==> src/rtl/simplecpu_out_capture_if.sv <==
// Wishbone slave bus between the management core and the out_port capture block.
// Single-cycle registered ack, no wait states, no backpressure beyond one-request-per-ack.
interface simplecpu_out_capture_if;
    logic        wbs_stb_i;
    logic        wbs_cyc_i;
    logic        wbs_we_i;
    logic [3:0]  wbs_sel_i;
    logic [31:0] wbs_dat_i;
    logic [31:0] wbs_adr_i;
    logic        wbs_ack_o;
    logic [31:0] wbs_dat_o;

    modport master (
        output wbs_stb_i, wbs_cyc_i, wbs_we_i, wbs_sel_i, wbs_dat_i, wbs_adr_i,
        input  wbs_ack_o, wbs_dat_o
    );

    modport slave (
        input  wbs_stb_i, wbs_cyc_i, wbs_we_i, wbs_sel_i, wbs_dat_i, wbs_adr_i,
        output wbs_ack_o, wbs_dat_o
    );
endinterface

==> src/rtl/simplecpu_out_capture.sv <==
// Timestamps every change of the simplecpu out_port into a FIFO drained over Wishbone.
// Ack one cycle after request; a full FIFO drops new changes and sets sticky overflow.
module simplecpu_out_capture #(
    parameter int DATA_W = 8,
    parameter int DEPTH  = 16,
    parameter int TS_W   = 16
) (
    input  logic                  clk,
    input  logic                  reset,
    simplecpu_out_capture_if.slave wbs,
    input  logic [DATA_W-1:0]     out_port,
    output logic                  irq
);
    localparam int AW = $clog2(DEPTH);
    localparam int CW = AW + 1;
    localparam int EW = DATA_W + TS_W;
    localparam logic [AW-1:0]   PTR_ONE  = AW'(1);
    localparam logic [CW-1:0]   CNT_ONE  = CW'(1);
    localparam logic [CW-1:0]   CNT_FULL = CW'(DEPTH);
    localparam logic [TS_W-1:0] TS_ONE   = TS_W'(1);

    logic [TS_W-1:0]   r_ts;
    logic [DATA_W-1:0] r_prev;
    logic              r_en;
    logic              r_irq_en;
    logic              r_ovf;
    logic              r_ack;
    logic [31:0]       r_dat;
    logic              r_irq;
    logic [AW-1:0]     r_wptr;
    logic [AW-1:0]     r_rptr;
    logic [CW-1:0]     r_count;
    logic [EW-1:0]     r_mem [DEPTH];

    logic              w_req;
    logic              w_rd;
    logic              w_ctrl_wr;
    logic              w_clear;
    logic              w_push;
    logic              w_pop;
    logic              w_store;
    logic              w_empty;
    logic              w_full;
    logic [1:0]        w_adr;
    logic [EW-1:0]     w_head;
    logic [31:0]       w_rdata;
    logic              w_unused;

    assign w_adr     = wbs.wbs_adr_i[3:2];
    assign w_req     = wbs.wbs_cyc_i & wbs.wbs_stb_i & ~r_ack;
    assign w_rd      = w_req & ~wbs.wbs_we_i;
    assign w_ctrl_wr = w_req & wbs.wbs_we_i & (w_adr == 2'd2) & wbs.wbs_sel_i[0];
    assign w_clear   = w_ctrl_wr & wbs.wbs_dat_i[2];
    assign w_empty   = (r_count == '0);
    assign w_full    = (r_count == CNT_FULL);
    assign w_push    = r_en & (out_port != r_prev);
    assign w_pop     = w_rd & (w_adr == 2'd1) & ~w_empty;
    // A pop frees the slot this cycle, so a push into a full FIFO still lands.
    assign w_store   = w_push & ~w_clear & (~w_full | w_pop);
    assign w_head    = r_mem[r_rptr];
    assign w_unused  = &{1'b0, wbs.wbs_adr_i[31:4], wbs.wbs_adr_i[1:0],
                         wbs.wbs_sel_i[3:1], wbs.wbs_dat_i[31:3]};

    always_comb begin
        w_rdata = '0;
        case (w_adr)
            2'd0: begin
                w_rdata[CW-1:0] = r_count;
                w_rdata[16]     = w_empty;
                w_rdata[17]     = w_full;
                w_rdata[18]     = r_ovf;
            end
            2'd1: begin
                if (!w_empty) begin
                    w_rdata[EW-1:0] = w_head;
                end
            end
            2'd2: begin
                w_rdata[0] = r_en;
                w_rdata[1] = r_irq_en;
            end
            default: w_rdata = '0;
        endcase
    end

    always_ff @(posedge clk) begin
        if (w_store) begin
            r_mem[r_wptr] <= {r_ts, out_port};
        end
    end

    always_ff @(posedge clk or posedge reset) begin
        if (reset) begin
            r_ts     <= '0;
            r_prev   <= '0;
            r_en     <= 1'b0;
            r_irq_en <= 1'b0;
            r_ovf    <= 1'b0;
            r_ack    <= 1'b0;
            r_dat    <= '0;
            r_irq    <= 1'b0;
            r_wptr   <= '0;
            r_rptr   <= '0;
            r_count  <= '0;
        end else begin
            r_ts   <= r_ts + TS_ONE;
            r_prev <= out_port;
            r_ack  <= w_req;
            r_dat  <= w_rd ? w_rdata : 32'd0;
            r_irq  <= r_irq_en & (~w_empty | r_ovf);
            if (w_ctrl_wr) begin
                r_en     <= wbs.wbs_dat_i[0];
                r_irq_en <= wbs.wbs_dat_i[1];
            end
            if (w_clear) begin
                r_wptr  <= '0;
                r_rptr  <= '0;
                r_count <= '0;
                r_ovf   <= 1'b0;
            end else begin
                if (w_store) begin
                    r_wptr <= r_wptr + PTR_ONE;
                end
                if (w_pop) begin
                    r_rptr <= r_rptr + PTR_ONE;
                end
                if (w_store && !w_pop) begin
                    r_count <= r_count + CNT_ONE;
                end else if (!w_store && w_pop) begin
                    r_count <= r_count - CNT_ONE;
                end
                if (w_push && w_full && !w_pop) begin
                    r_ovf <= 1'b1;
                end
            end
        end
    end

    assign wbs.wbs_ack_o = r_ack;
    assign wbs.wbs_dat_o = r_dat;
    assign irq           = r_irq;
endmodule

==> src/flat_wrapper.sv <==
// flat-port wrapper written by rule: the top's interface ports become plain ports
module simplecpu_out_capture_flat 
#(
    parameter int DATA_W = 8,
    parameter int DEPTH  = 16,
    parameter int TS_W   = 16
)
  (clk, reset, out_port, irq, wbs_wbs_stb_i, wbs_wbs_cyc_i, wbs_wbs_we_i, wbs_wbs_sel_i, wbs_wbs_dat_i, wbs_wbs_adr_i, wbs_wbs_ack_o, wbs_wbs_dat_o);
  simplecpu_out_capture_if wbs_i ();
  input  logic clk;
  input  logic reset;
  input  logic [DATA_W-1:0] out_port;
  output logic irq;
  input wire logic [$bits(wbs_i.wbs_stb_i)-1:0] wbs_wbs_stb_i;
  input wire logic [$bits(wbs_i.wbs_cyc_i)-1:0] wbs_wbs_cyc_i;
  input wire logic [$bits(wbs_i.wbs_we_i)-1:0] wbs_wbs_we_i;
  input wire logic [$bits(wbs_i.wbs_sel_i)-1:0] wbs_wbs_sel_i;
  input wire logic [$bits(wbs_i.wbs_dat_i)-1:0] wbs_wbs_dat_i;
  input wire logic [$bits(wbs_i.wbs_adr_i)-1:0] wbs_wbs_adr_i;
  output wire logic [$bits(wbs_i.wbs_ack_o)-1:0] wbs_wbs_ack_o;
  output wire logic [$bits(wbs_i.wbs_dat_o)-1:0] wbs_wbs_dat_o;
  assign wbs_i.wbs_stb_i = wbs_wbs_stb_i;
  assign wbs_i.wbs_cyc_i = wbs_wbs_cyc_i;
  assign wbs_i.wbs_we_i = wbs_wbs_we_i;
  assign wbs_i.wbs_sel_i = wbs_wbs_sel_i;
  assign wbs_i.wbs_dat_i = wbs_wbs_dat_i;
  assign wbs_i.wbs_adr_i = wbs_wbs_adr_i;
  assign wbs_wbs_ack_o = wbs_i.wbs_ack_o;
  assign wbs_wbs_dat_o = wbs_i.wbs_dat_o;
  simplecpu_out_capture #(.DATA_W(DATA_W), .DEPTH(DEPTH), .TS_W(TS_W)) u_core (.clk(clk), .reset(reset), .wbs(wbs_i), .out_port(out_port), .irq(irq));
endmodule
==> config.mk <==
export PLATFORM = sky130hd
export DESIGN_NAME = simplecpu_out_capture_flat
export DESIGN_NICKNAME = d
export VERILOG_FILES = /design/src/rtl/simplecpu_out_capture_if.sv /design/src/rtl/simplecpu_out_capture.sv /design/src/flat_wrapper.sv
export SDC_FILE = /design/constraint.sdc
export NUM_CORES = 1
export LEC_CHECK = 0
export CORE_UTILIZATION = 50
export DETAILED_ROUTE_END_ITERATION = 12
export PLACE_DENSITY = 0.81
export SYNTH_ARGS = -nofsm -noshare
export SYNTH_HDL_FRONTEND = slang
export SYNTH_SLANG_ARGS = --single-unit
==> constraint.sdc <==
create_clock -name clk -period 3.03 [get_ports clk]
set_input_delay 0.606 -clock clk [delete_from_list [all_inputs] [get_ports clk]]
set_output_delay 0.606 -clock clk [all_outputs]
set_load 0.1 [all_outputs]
# == Word-level counts from Yosys, hierarchy flattened ==
# Memory sizes are Yosys's and may differ from the RTL's.
# Cells that the tools add are included.
# op_classes
n_addsub,5
eq_ne,4
mux,18
bitwise_logic,20
reduce_logical,12
# op_table
operator,n
$mux W24,2
$mux W5,4
$add A16 B1 Y16 const B,1
$mux W4,4
$and A1 B1 Y1,13
$pmux W3 S2,2
$mux W11,1
$add A4 B1 Y4 const B,2
$ne A8 B8 Y1,1
$pmux W2 S3,1
$reduce_bool A2 Y1,3
$add A5 B1 Y5 const B,1
$eq A5 B5 Y1 const B,1
$logic_not A5 Y1,1
$not A1 Y1,5
$sub A5 B1 Y5 const B,1
$logic_and A1 B1 Y1,4
$mux W1,4
$reduce_bool A3 Y1,1
$eq A2 B1 Y1 const B,1
$eq A2 B2 Y1 const B,1
$logic_not A1 Y1,2
$logic_not A2 Y1,1
$or A1 B1 Y1,2
# totals
reg_bits,74
ram_bits,384
input_bits,81
out_inout_bits,34
wordCells,71
n_memories,1
# mem_list
memory,depth,width,rd,rd_clocked_by_memory_dff,write_ports,line_no,text
u_core.r_mem,16,24,1,0,1,simplecpu_out_capture.sv:33,logic [EW-1:0] r_mem [DEPTH];

# == Depth between registers and ports, before layout ==
# Gate-level depths: netlist (run 1).
# logic_depth
depth_word,14
ltp_mapped,13

# == Worst setup path after synthesis (run 1) ==
# Ideal clock, no wire load.
# synth_timing
path_type,flip-flop to flip-flop
startpoint,"reg u_core.r_ack, in the netlist u_core.wbs.wbs_ack_o"
endpoint,mem u_core.r_mem[13][0] (netlist name) (enable)
setup_ns,0.435
t_arrival_ns,3.458
required_time_ns,2.595
setup_slack_ns,-0.863
path_stages_with_launch,7
path_buffers,1
synth_period_minus_slack_ns,3.893
path_cell_list,dfrtp_1 > nand3b_1 > o211ai_1 > a21boi_2 > buf_4 > nand2_2 > nor3_1
# synth_between
elab_chain_len,11
# synth_lines
item,line_no,text
start: declaration,simplecpu_out_capture.sv:27,logic r_ack;
start signal: assignment,simplecpu_out_capture.sv:108,r_ack <= w_req;
$not A1 Y1 (*),simplecpu_out_capture.sv:50,assign w_req = wbs.wbs_cyc_i & wbs.wbs_stb_i & ~r_ack;
$and A1 B1 Y1 (*),simplecpu_out_capture.sv:50,
$and A1 B1 Y1 (3 in a row),simplecpu_out_capture.sv:52,assign w_ctrl_wr = w_req & wbs.wbs_we_i & (w_adr == 2'd2) & wbs.wbs_sel_i[0];
$and A1 B1 Y1,simplecpu_out_capture.sv:53,assign w_clear = w_ctrl_wr & wbs.wbs_dat_i[2];
$not A1 Y1,simplecpu_out_capture.sv:59,assign w_store = w_push & ~w_clear & (~w_full | w_pop);
$and A1 B1 Y1,simplecpu_out_capture.sv:59,
$and A1 B1 Y1 (*),simplecpu_out_capture.sv:59,
$mux W1 (*),simplecpu_out_capture.sv:87,if (w_store) begin
$mux W1 (not written as such) (*),simplecpu_out_capture.sv:88,"r_mem[r_wptr] <= {r_ts, out_port};"
end: declaration,simplecpu_out_capture.sv:33,
# Every way passes the cells marked *; elsewhere a longest branch is shown, timed or not.

# == Worst setup path in the final report (run 1) ==
# layout_timing
startpoint,in out_port[5]
endpoint,reg u_core.r_count[4]
# layout_between
elab_chain_len,7
# layout_lines
item,line_no,text
start: declaration,flat_wrapper.sv:12,input logic [DATA_W-1:0] out_port;
$ne A8 B8 Y1 (*),simplecpu_out_capture.sv:56,assign w_push = r_en & (out_port != r_prev);
$and A1 B1 Y1 (*),simplecpu_out_capture.sv:56,
$and A1 B1 Y1 (*) (2 in a row),simplecpu_out_capture.sv:59,
$logic_and A1 B1 Y1 or $logic_not A1 Y1 (tied branches),"simplecpu_out_capture.sv:127, simplecpu_out_capture.sv:129",
$mux W5 or $logic_and A1 B1 Y1 (tied branches),"simplecpu_out_capture.sv:127, simplecpu_out_capture.sv:129",
$mux W5 or $reduce_bool A3 Y1 (tied branches),n/a,
end signal: assignment,simplecpu_out_capture.sv:128,r_count <= r_count + CNT_ONE;
end signal: assignment,simplecpu_out_capture.sv:130,r_count <= r_count - CNT_ONE;
end: declaration,simplecpu_out_capture.sv:32,logic [CW-1:0] r_count;
# Marked as above.
# A chain may end at the register's enable or synchronous reset.

==> results of run 1 <==
-- layer usage --
metal,up-vias,wire [µm]
met5,-,0
met4,0,1140
met3,79,3080
met2,478,19400
met1,4664,14400
li1,3748,-
-- worst register-to-register path, stage by stage, from the launching register on --
cell and delay [ns]:
dfrtp_1 0.41, nor4_4 0.34, o211ai_1 0.18, buf_4 0.17, buf_4 0.12, buf_4 0.12, buf_4 0.12, buf_4 0.12
buf_4 0.12, buf_4 0.12, buf_4 0.12, buf_6 0.11, buf_4 0.12, buf_4 0.12, buf_4 0.12, buf_4 0.12
nor4b_4 0.13, nand3_1 0.10, nand2_1 0.06
-- cell type report --
class / count / area [µm²]
antenna: 1 / 2.50
clock buffer: 65 / 1240
clock inverter: 17 / 110
fill: 2190 / 13200
inverter: 10 / 38.8
multi-input combinational: 349 / 3980
sequential: 450 / 13200
tap: 448 / 561
timing repair buffer: 151 / 1480
-- cell usage after synthesis (14+ instances only) --
cell / n
nand2_1: 19
clkbuf_1: 15
mux4_2: 96
edfxtp_1: 384
buf_2: 14
buf_4: 14
nor2_1: 35
o22ai_1: 35
nor3_1: 18
dfrtp_1: 66
xor2_1: 14
mux2i_1: 19
-- per-stage QoR --
stage | hold WS [ns] | instance area [µm²]
final | 0.309 | 20600
after global routing | 0.319 | 20600
after CTS | 0.311 | 20500
after detailed placement | 0.541 | 19100
after global placement | 0.528 | 19100
after floorplan | 0.474 | 17400
-- sequential cells by signal, indices dropped and copies added (netlist names) --
register              flops
u_core.r_irq_en           1
u_core.wbs.wbs_ack_o      1
u_core.r_rptr             4
u_core.r_wptr             4
u_core.irq                1
u_core.r_count            5
u_core.r_ovf              1
u_core.r_mem            384
u_core.r_prev             8
u_core.r_en               1
u_core.r_ts              16
u_core.wbs.wbs_dat_o     24
-- power by group through the flow --
stage               clock (mW)  combinational [mW]  sequential, mW
floorplan                    0                1.62            7.32
global placement             0                2.37            7.31
detailed placement           0                2.43            7.33
CTS                       5.14                2.51            7.21
global route              5.37                2.68            7.24
finish                    5.08                2.52            7.21
-- path summary, 6_finish.rpt --
path	endpoint	slack (ns)	cells past startpoint
min in group clk	u_core.r_prev[2]	0.39	1
max in group asynchronous	u_core.wbs.wbs_dat_o[13]	2.08	3
min reg2reg	u_core.irq	0.55	1
min	u_core.wbs.wbs_dat_o[11]	0.31	2
max reg2reg	u_core.r_wptr[3]	0.09	18
max	u_core.r_count[4]	-0.02	15
-- timing repair --
| item | in CTS | in global routing |
|---|---|---|
| gates resized for setup | 1 | 13 |
| pin swaps | 1 | 9 |
| hold buffers | 0 | 0 |
| buffers inserted | 14 | 1 |
| endpoints found under the setup margin | 1 | 4 |
-- cells in the final DEF, fill, tap and decap left out, types with 6 or more instances in the layout --
cell type	netlist	final
a21oi_1	9	8
buf_12	0	23
buf_4	14	109
clkbuf_1	15	15
clkbuf_16	0	44
clkbuf_8	0	6
clkdlybuf4s50_1	0	14
clkinv_1	0	7
clkinv_2	0	7
conb_1	1	8
dfrtp_1	66	61
edfxtp_1	384	384
ha_1	11	10
inv_1	10	8
mux2i_1	19	19
mux4_2	96	96
nand2_1	19	19
nand3_1	13	13
nor2_1	35	23
nor2_2	0	12
nor3_1	18	14
o22ai_1	35	35
xnor2_1	13	13
xor2_1	14	11
-- logic make-up (layout without fill, tap and decap cells) --
logic type	after synthesis	after routing
AO/OA/AOI/OAI	67	67
XOR/XNOR	27	27
buffers and inverters	59	243
multiplexers	118	118
other	1	9
flip-flops	450	450
AND/OR/NAND/NOR	117	117
adder cells (fa/ha/maj)	12	12
==> results.md, run 1 <==
- Outcome: complete, but fails checks
- Failing checks: setup timing
- Number of max-cap violations: 0
- Hold Vio Cnt, Final: 0
- Worst r2r src: u_core.r_count[2]
- Compound-cell area share of the yosys netlist: 0.0253
- Synth Area in Adders: 0.00912
- Sequential Power Share: 0.487
- Switching share of power: 0.260
- Clock Skew: 0.0217 ns
- Main synth FF type: edfxtp_1
- Clock power share: 0.343
- Synth Instances: 851
- CTS Buf Count: between 40 and 50
- Layout cell share with drive strength beyond 1: 0.315
- XOR/XNOR Fraction of Synth Area: 0.0137
- CTS root buffer: clkbuf_16
- Synthesis Warnings: 0
- CTS tree: yes
- CP Cell Sequence: clkdlybuf4s50_1 > buf_4 > xor2_4 > nor4_2 > buf_4 > a21boi_2 > and3_1 > ha_2 > inv_2 > fa_2 > a21o_1 > a21oi_2 > xnor2_1 > or3_1 > a21oi_1
- Fin cells: 1,491
- Async set-reset flop share out of synthesis: 0.147
- Final #Nets: 1,099
- Post-Synth Simple-Gate Area: 0.0340
- Die Width: 188 µm
- DRC Markers: 0
- Post-DRT Antenna Nets: 0
- Final Max Tran Viols: 0
- Hold Crit Class: in -> async
- Total net switching power: 3.85 mW
- Crit path DAT: roughly 3.5 ns
- Leakage power: about 7.3 nW
- Fin util: 0.610
- Clk pin slew, worst setup/hold paths: 0.06 ns
- Minimum clock period: just over 3 ns
- Logic pwr share: 0.170
- CP endpoint kind: flip-flop
- Distinct cells, synth: 48
- Global Route met3 Usage: 0.0346
- Post-synth EDFFs: 384
- Die Span Y: between 150 and 200 µm
- Largest net degree at the start of global routing: 56
- Peak VDD IR: 0.444 mV
- Core Region: around 34,000 µm²
- Synthesis-stage register bit count: 450
- Cell Rows: 67
- CTS H-tree lvls: 2
- Slew Limit Headroom: 0.546
- Crit-path max cell delay: 0.46 ns
- Initial Util: 0.512
- Period utilization: 1.01
- Avg Inst Size Synth: 20.3 µm²
- Slew @ Worst Pin: roughly 0.68 ns
- Setup TNS: -0.0208 ns
- Initial antenna violation count: 1
- F_max: 0.328 GHz
- Synth-to-layout area growth: 19.2%
- Worst setup path startpoint: out_port[5]
- Total gr overflow: 0
- Final HPWL DP: around 23 mm
- Seq/Total Area, Yosys: 0.763
- Grt met1 use: 0.298
- GP Congestion: 0.835
- Worst-skew pair later-pin latency: 0.55 ns
- Dpl cells: 1,393
- Die area: 35,300 µm²
- Drt wl/cell: 25.5 µm
- Post-synth top area cell: edfxtp_1
- Power per cell area: 719 nW/µm²
- I/O pin count: around 120
- Int Power: 11.0 mW
- Worst Path Required: 3.50 ns
- Clock sinks: 450
- Gr usage total: 0.221
- Vias in the first global route: 9,341
- # port buffers: 44
- TritonRoute pass-1 iters: 5
- Tot Pwr: between 10 and 15 mW
- Max FO, Critical Path: 3
- DRC marker count from the first detailed-route iteration: around 940
- Setup Viol. Count Final: 1
- WP buf/inv: 4
- Top-area cell type share of the netlist area: 0.667
- Startpoint types: input port
- Vias/cell: 6.02
- Setup ws final: -0.0208 ns
- Max clock buf depth: 3
- Post-Syn Area: 17,300 µm²
- First-pass GRT wire length: 57.5 mm
- Gr busiest metal: met2
- GR Util met2: 0.373
- Routed via count: 8,969
- Mux share of post-synthesis cell area: 0.138
- Crit-path slowest cell: clkdlybuf4s50_1
- Top cells by area, synth: edfxtp_1 (67%), mux4_2 (13%), dfrtp_1 (9.6%), o22ai_1 (1.3%), mux2i_1 (1.1%)
- Overall routed net length: 38.0 mm
- Pre-CTS setup slack: -0.696 ns
- Main combinational cell family by area after synthesis: multiplexers
- Worst path most repeated cell: buf_4
- Cell family with most CP delay: buffers and inverters
- Kind of critical path: in -> reg
Note: power is estimated with default switching activity, not from simulation.
==> inputs of run 2 (changes only) <==
--- a/config.mk
+++ b/config.mk
@@ -7,6 +7,7 @@
 export LEC_CHECK = 0
 export CORE_UTILIZATION = 50
 export DETAILED_ROUTE_END_ITERATION = 12
+export MAX_ROUTING_LAYER = met4
 export PLACE_DENSITY = 0.81
 export SYNTH_ARGS = -nofsm -noshare
 export SYNTH_HDL_FRONTEND = slang
==> run 2 against run 1 <==
Against the previous run:
- the run still ends with setup timing left
- flip-flop and latch count unchanged
- critical path depth unchanged
- register-to-register slack better by 0.02 ns
- fmax shrank 0.24%
- critical endpoint unchanged
- largest cell class unchanged
- largest power group unchanged
- highest routed layer unchanged
==> results.md, run 2 (synthesis gave the netlist of run 1 again) <==
- Outcome: complete, but fails checks
- Failing checks: setup timing
- Die Width: 188 µm (unchanged)
- Final HPWL DP: 22.6 mm (unchanged)
- Clk pin slew, worst setup/hold paths: 0.06 ns (about the same)
- Number of max-cap violations: 0 (unchanged)
- Most flops, register: u_core.r_mem
- Drt wl/cell: 25.5 µm (+0.28%)
- Max clock buf depth: 3 (unchanged)
- Crit path DAT: 3.53 ns (about the same)
- Hold WS: 0.310 ns (+0.000922 ns)
- DRC Markers: 0 (unchanged)
- Initial Util: 0.512 (unchanged)
- Post-route cell area: 20,600 µm² (unchanged)
- Most common cell after layout, fill and taps aside: edfxtp_1
- Slew @ Worst Pin: 0.669 ns (-0.0116 ns)
- CTS root buffer: clkbuf_16
- Vias/cell: 5.98 (-0.61%)
- Worst R2R Setup Slack: 0.11 ns (+0.02 ns)
- Clock Skew: 0.0224 ns (+0.000664 ns)
- DRC marker count from the first detailed-route iteration: 919 (-1.7%)
- Fin util: 0.610 (unchanged)
- Clock sinks: 450 (unchanged)
- Power per cell area: 719 nW/µm² (about the same)
- Commonest non-fill, non-tap cells in the layout: edfxtp_1 (384), buf_4 (109), mux4_2 (96), dfrtp_1 (61), clkbuf_16 (44)
- Period utilization: 1.01 (+0.00240)
- Max reg flops: 384 (unchanged)
- Core Region: 33,800 µm² (unchanged)
- CTS Buf Count: 44 (unchanged)
- GP Congestion: 0.848 (+1.5%)
- Kind of critical path: in -> reg
- Worst Path Required: 3.50 ns (about the same)
- Synth-to-layout area growth: 19.2% (unchanged)
- Die area: 35,300 µm² (unchanged)
- Final Max Tran Viols: 0 (unchanged)
- Slew Limit Headroom: 0.554 (+0.00775)
- Cell Rows: 67 (unchanged)
- Gr usage total: 0.228 (+0.00710)
- Placed Area: 19,100 µm² (unchanged)
- Minimum clock period: 3.06 ns (+0.00726 ns)
- Routed via count: 8,914 (-0.61%)
- Total gr overflow: 0 (unchanged)
- TritonRoute pass-1 iters: 5 (unchanged)
- Post-DRT Antenna Nets: 0 (unchanged)
- Max FO, Critical Path: 3 (unchanged)
- Leakage power: 7.33 nW (unchanged)
- Startpoint types: input port
- I/O pin count: 115 (unchanged)
- Worst r2r src: u_core.r_count[2]
- Worst-skew pair later-pin latency: 0.55 ns (about the same)
- Final #Nets: 1,099 (unchanged)
- Initial antenna violation count: 1 (unchanged)
- CP endpoint kind: flip-flop
- Hold Vio Cnt, Final: 0 (unchanged)
- Setup Viol. Count Final: 1 (unchanged)
- Setup ws final: -0.0281 ns (-0.00726 ns)
- Setup TNS: -0.0281 ns (-0.00726 ns)
- Peak VDD IR: 0.439 mV (-1.1%)
- Vias in the first global route: 9,313 (-0.30%)
- Layout cell share with drive strength beyond 1: 0.315 (unchanged)
- Largest net degree at the start of global routing: 56 (unchanged)
- F_max: 0.327 GHz (-0.24%)
- Overall routed net length: 38.1 mm (+0.28%)
- FF-to-FF path depth: 18 (unchanged)
- Die Span Y: 188 µm (unchanged)
- Reg2reg end: u_core.r_ovf
- CTS H-tree lvls: 2 (unchanged)
- Tot Pwr: 14.8 mW (about the same)
- # port buffers: 44 (unchanged)
- CTS tree: yes
- Hold Crit Class: in -> async
- First-pass GRT wire length: 57.5 mm (about the same)
[run 2: cell type report]
cell class	instances	area (µm²)
Inverter	10	38.8
Clock buffer	65	1240
Tap cell	448	561
Timing Repair Buffer	151	1480
Sequential cell	450	13200
Multi-Input combinational cell	349	3980
Clock inverter	17	110
Fill cell	2190	13200
Antenna cell	1	2.50
[run 2: metrics by stage]
stage	setup WS, ns	std cells
floorplan	-0.173	858
global placement	-0.619	1393
detailed placement	-0.696	1393
CTS	0.00403	1489
global route	-0.0904	1491
finish	-0.0281	1491
[run 2: how the worst max path moves through the flow]
stage,slack [ns],from,to,cells after the start
2_1_floorplan,-0.17,wbs_wbs_adr_i[3],u_core.r_mem[5][0],6
3_3_place_gp,-0.62,out_port[5],u_core.r_count[4],15
3_5_place_dp,-0.70,out_port[5],u_core.r_count[4],15
4_1_cts,0.004,wbs_wbs_adr_i[2],u_core.r_count[4],13
5_1_grt,-0.09,out_port[5],u_core.r_count[4],15
6_report,-0.03,out_port[5],u_core.r_count[4],15
[run 2: layer usage]
layer	global-route usage	vias up	share of wire
met1	0.298	4665	0.38
met5	-	-	0
met4	0.0694	0	0.030
li1	-	3740	-
met2	0.372	424	0.51
met3	0.0356	85	0.076
[run 2: worst max-delay path: stages]
cell and delay, ns:
clkdlybuf4s50_1 0.46, buf_4 0.14, xor2_4 0.30, nor4_2 0.10
buf_4 0.16, a21boi_2 0.13, and3_1 0.16, ha_2 0.18
inv_2 0.05, fa_2 0.34, a21o_1 0.20, a21oi_2 0.15
xnor2_1 0.10, or3_1 0.31, a21oi_1 0.14
[run 2: timing repair]
| item | CTS | global route |
|---|---|---|
| setup buffers | 14 | 1 |
| pin swaps | 1 | 9 |
| setup endpoints to repair | 1 | 4 |
| gates resized for setup | 1 | 13 |
| hold buffers | 0 | 0 |
[run 2: where the power goes]
group,internal [mW],leakage (nW),switching (mW)
clock network,2.86,0.663,2.22
logic,1.15,2.07,1.38
registers,6.97,4.60,0.244
total,11.0,7.33,3.85
